File: config.mk
export PLATFORM = sky130hd
export DESIGN_NAME = bcd_entry
export DESIGN_NICKNAME = d
export VERILOG_FILES = /design/src/rtl/bcd_entry.sv
export SDC_FILE = /design/constraint.sdc
export NUM_CORES = 1
export LEC_CHECK = 0
export BUFFER_PORTS_ARGS = -buffer_cell sky130_fd_sc_hd__buf_4
export CELL_PAD_IN_SITES_DETAIL_PLACEMENT = 0
export CELL_PAD_IN_SITES_GLOBAL_PLACEMENT = 1
export CORE_MARGIN = 8
export CORE_UTILIZATION = 40
export CTS_CLUSTER_SIZE = 12
export DETAILED_ROUTE_END_ITERATION = 8
export GPL_TIMING_DRIVEN = 0
export MAX_ROUTING_LAYER = met4
export PLACE_DENSITY_LB_ADDON = 0.3
export REMOVE_ABC_BUFFERS = 1
export SETUP_SLACK_MARGIN = 0.02
export SLEW_MARGIN = 20
export SYNTH_ARGS = -nofsm -noshare
export SYNTH_HDL_FRONTEND = slang
export SYNTH_SLANG_ARGS = --single-unit
File: constraint.sdc
create_clock -name clk -period 3.16 [get_ports clk]
set_input_delay 0.316 -clock clk [delete_from_list [all_inputs] [get_ports clk]]
set_output_delay 0.316 -clock clk [all_outputs]
set_load 0.03 [all_outputs]
File: src/rtl/bcd_entry.sv
// Keypad-driven 3-digit signed BCD entry register with edge-detected key events.
// Optional feature: define BACKSPACE_EN to enable key E as backspace while entering.
module bcd_entry (
  input  logic       clk,
  input  logic       rst,
  input  logic       key_valid,
  input  logic [3:0] key_code,
  output logic [3:0] BCD0,
  output logic [3:0] BCD1,
  output logic [3:0] BCD2,
  output logic [3:0] BCD3,
  output logic [1:0] digit_count,
  output logic       entry_done
);

  localparam logic [3:0] BLANK   = 4'hF;
  localparam logic [3:0] NEG     = 4'hB;
  localparam logic [3:0] K_NEG   = 4'hA;
  localparam logic [3:0] K_CLEAR = 4'hC;
  localparam logic [3:0] K_ENTER = 4'hD;
`ifdef BACKSPACE_EN
  localparam logic [3:0] K_BKSP  = 4'hE;
`endif

  typedef enum logic [1:0] {EMPTY, ENTRY, HELD} state_t;

  state_t     state_q, state_d;
  logic       kv_q;
  logic [3:0] bcd0_q, bcd0_d, bcd1_q, bcd1_d, bcd2_q, bcd2_d, bcd3_q, bcd3_d;
  logic [1:0] cnt_q, cnt_d;
  logic       done_q, done_d;
  logic       key_ev;

  // A held key yields a single event: only the rising edge of key_valid counts.
  assign key_ev = key_valid & ~kv_q;

  always_comb begin
    state_d = state_q;
    bcd0_d  = bcd0_q;
    bcd1_d  = bcd1_q;
    bcd2_d  = bcd2_q;
    bcd3_d  = bcd3_q;
    cnt_d   = cnt_q;
    done_d  = 1'b0;
    if (key_ev) begin
      if (key_code <= 4'd9) begin
        case (state_q)
          EMPTY: begin
            bcd0_d  = key_code;
            cnt_d   = 2'd1;
            state_d = ENTRY;
          end
          ENTRY: begin
            // A lone zero is replaced rather than shifted, so no leading zeros appear.
            if (cnt_q == 2'd1 && bcd0_q == 4'd0) begin
              bcd0_d = key_code;
            end else if (cnt_q != 2'd3) begin
              bcd2_d = bcd1_q;
              bcd1_d = bcd0_q;
              bcd0_d = key_code;
              cnt_d  = cnt_q + 2'd1;
            end
          end
          HELD: begin
            bcd3_d  = BLANK;
            bcd2_d  = BLANK;
            bcd1_d  = BLANK;
            bcd0_d  = key_code;
            cnt_d   = 2'd1;
            state_d = ENTRY;
          end
          default: state_d = EMPTY;
        endcase
      end else begin
        case (key_code)
          K_NEG: begin
            if (state_q == HELD) begin
              bcd3_d  = NEG;
              bcd2_d  = BLANK;
              bcd1_d  = BLANK;
              bcd0_d  = BLANK;
              cnt_d   = 2'd0;
              state_d = EMPTY;
            end else begin
              bcd3_d = (bcd3_q == NEG) ? BLANK : NEG;
            end
          end
          K_CLEAR: begin
            bcd3_d  = BLANK;
            bcd2_d  = BLANK;
            bcd1_d  = BLANK;
            bcd0_d  = BLANK;
            cnt_d   = 2'd0;
            state_d = EMPTY;
          end
          K_ENTER: begin
            if (state_q == ENTRY) begin
              done_d  = 1'b1;
              state_d = HELD;
            end
          end
`ifdef BACKSPACE_EN
          K_BKSP: begin
            if (state_q == ENTRY) begin
              bcd0_d = bcd1_q;
              bcd1_d = bcd2_q;
              bcd2_d = BLANK;
              cnt_d  = cnt_q - 2'd1;
              if (cnt_q == 2'd1) state_d = EMPTY;
            end
          end
`endif
          default: ;
        endcase
      end
    end
  end

  always_ff @(posedge clk) begin
    if (rst) begin
      state_q <= EMPTY;
      kv_q    <= 1'b0;
      bcd0_q  <= BLANK;
      bcd1_q  <= BLANK;
      bcd2_q  <= BLANK;
      bcd3_q  <= BLANK;
      cnt_q   <= 2'd0;
      done_q  <= 1'b0;
    end else begin
      state_q <= state_d;
      kv_q    <= key_valid;
      bcd0_q  <= bcd0_d;
      bcd1_q  <= bcd1_d;
      bcd2_q  <= bcd2_d;
      bcd3_q  <= bcd3_d;
      cnt_q   <= cnt_d;
      done_q  <= done_d;
    end
  end

  assign BCD0        = bcd0_q;
  assign BCD1        = bcd1_q;
  assign BCD2        = bcd2_q;
  assign BCD3        = bcd3_q;
  assign digit_count = cnt_q;
  assign entry_done  = done_q;

endmodule
==> metrics.cfg <==
[outcome]
status=complete, no violations

[clocking]
htreeDepth=1
ctsHoldBuffers=0
numCtsBuffers=3
path_clk_slew_ps=110
clk_path_buf_depth=2
clk_latency_ps=290
cts_setup_buffers=0
postCtsResizedCells=0
tritoncts=built
clockRootBuffer=clkbuf_4
numClockSinks=19

[power]
leakage_uw=0.000484
p_sw_share_pct=30.2
internal_power_uw=333
power.density_nw_per_um2=368
combPwrFrac_pct=21.2
clockPowerShare_pct=25.5
netSwitchingPower_uw=144
ir_drop_mv=0.308
pwr-share-seq_pct=53.2

[synth]
ys_top_cells_by_area=dfxtp_1, mux2i_1, nor3_1
ys_seq_area_share_pct=33.9
yosysWarnings=0
synthMuxAreaShare_pct=12.6
synth_area_um2=1120
ys_types=40
synth_fa_ha_area_share_pct=3.23
synth_top_cell_by_area=dfxtp_1
syn_inst=127
postSynthAreaPerCell_um2=8.85
yosys.area_share.simple_pct=27.2
synth_top_family_by_area=simple AND/OR/NAND/NOR gates
synth_xor_xnor_area_share_pct=0.780
synth_compound_area_share_pct=14.8
yosysTopAreaCellShare_pct=33.9
synth-seq-cells=19

[grt]
first_global_vias=903
grt_pass1_wl_mm=4.14
grt_busiest_layer=met2
grt_overflow=0
grt_util_met3_pct=4.43
met1_usage_pct=11.2
grt_usage_pct=10.4
use_met2_pct=17.1
grt_max_degree=31
antenna_found_initial=0

[die]
die_area_um2=4760
rows=19
pin_count=26
initial_core_util_pct=41.5
fp.dieW_um=69
coreArea_um2=2710
die-height_um=69

[timing]
max_slew_margin_pct=53.1
rsz0062_at_grt=no
skew_ps=0.617
fin_crit_ps=1870
hold_viol_final=0
period_share_pct=59.1
fin_tns_setup_ps=0
setup_slack_ps=1290
timing.fmax_ghz=0.535
setup_viol=0
tightestPinTransition_ps=699
finalMaxSlewViolations=0

[routing]
avgRoutedWirePerCell_um=14.0
drt_pass1_iterations=4
drc=0
vias_per_cell=5.49
totalWireLength_mm=2.47
antenna_left=0
dr.first_iter.drc_count=46
vias=966

[cells_and_area]
syn_to_final_growth_pct=15.4
final_area_um2=1300
final_nets=155
fin_cells=176
drive_above_1_share_pct=22.8
n_antenna_cell=0

[setup_path]
critPathArrivalTime_ps=2100
cp_top_family=simple AND/OR/NAND/NOR gates
crit_required_ps=3390
path_max_fanout=8
cp_num_buf_inv=0
end_kind=flop
cp_slowest_cell=nor4_4
path_cells=nor2b_1, and4_1, nor4_4, mux2i_1
critical_path_class=reg -> reg
max_stage_delay_ps=660
startpoint_type=flop

[min_path]
hold_class=in -> reg

[job]
drv_cap=0

[place]
dp_cells=172
portBuffers=22
placedInstanceArea_um2=1270
post-place-ws_ps=1190
dp_hpwl_mm=1.85
place_congestion=0.852

state kept, by name (all words and copies together), names as in the netlist:
signal,cells
BCD0,4
BCD1,4
BCD2,4
digit_count,2
state_q,2
BCD3,1
entry_done,1
kv_q,1
power groups by stage:
stage / clock, uW / combinational (uW) / sequential, uW
2_1_floorplan: 0 / 55.6 / 268
3_5_place_dp: 0 / 101 / 260
6_report: 122 / 101 / 254
3_3_place_gp: 0 / 100 / 259
4_1_cts: 131 / 102 / 254
5_1_grt: 140 / 109 / 256
final cells by class:
class | instances | area [um2]
Clock buffer | 3 | 22.5
Clock inverter | 1 | 5.00
Fill cell | 259 | 1410
Inverter | 4 | 15.0
Multi-Input combinational cell | 96 | 669
Sequential cell | 19 | 380
Tap cell | 31 | 38.8
Timing Repair Buffer | 22 | 165
per-stage QoR:
stage	hold slack, ps	total power [uW]	utilization [%]
2_1_floorplan	388	324	-
3_3_place_gp	491	360	46.8
3_5_place_dp	512	361	46.8
4_1_cts	239	487	47.8
5_1_grt	235	505	47.8
6_report	246	477	47.8
logic make-up after synthesis:
| kind of cell | Yosys count |
|---|---|
| compound gates | 20 |
| xor+xnor | 1 |
| fa+ha+maj | 3 |
| buf+inv | 14 |
| flops | 19 |
| mux | 14 |
| other cells | 1 |
| simple gates | 55 |
cell usage after synthesis:
cell / number
dfxtp_1: 19
nor2_1: 16
nor3_1: 14
mux2i_1: 13
nand2_1: 7
nor2b_1: 7
a211oi_1: 4
inv_1: 4
buf_4: 3
clkbuf_1: 3
a21oi_1: 2
buf_2: 2
buf_6: 2
ha_1: 2
nand2b_1: 2
o21ai_0: 2
o41ai_1: 2
a2111o_1: 1
a2111oi_0: 1
a221o_1: 1
a22oi_1: 1
a311oi_2: 1
a31o_4: 1
and2_4: 1
and4_1: 1
conb_1: 1
maj3_2: 1
mux2_1: 1
nand2b_4: 1
nand4_1: 1
nor2b_4: 1
nor3b_1: 1
nor4_1: 1
nor4_4: 1
o211ai_1: 1
o21a_1: 1
o21ai_1: 1
o32ai_1: 1
or3_1: 1
xor2_1: 1
cells in the final DEF, fill, tap and decap left out, drive strengths merged, types with 2 or more instances in the layout:
cell type / n
conb: 3
a21oi: 2
nor3: 14
nand2: 7
nor2b: 8
o41ai: 2
ha: 2
nand2b: 3
a211oi: 4
buf: 22
o21ai: 3
dfxtp: 19
clkbuf: 3
nor4: 2
mux2i: 13
inv: 4
nor2: 16
layer usage:
layer / up-vias / part of all wire [%]
met1: 451 / 45
met2: 22 / 47
li1: 489 / -
met4: 0 / 1.5
met5: - / 0
met3: 4 / 6.1
path summary, 6_finish.rpt:
kind,end,cells after the start,from,slack [ps]
max,BCD2[3]$_SDFFE_PP1P_,4,state_q[1]$_SDFFE_PP0P_,1290
min,kv_q$_SDFF_PP0_,2,key_valid,250
max reg2reg,BCD2[3]$_SDFFE_PP1P_,4,state_q[1]$_SDFFE_PP0P_,1290
min reg2reg,BCD2[1]$_SDFFE_PP1P_,2,BCD2[1]$_SDFFE_PP1P_,520
No activity file was read; power rests on OpenSTA's default activity.
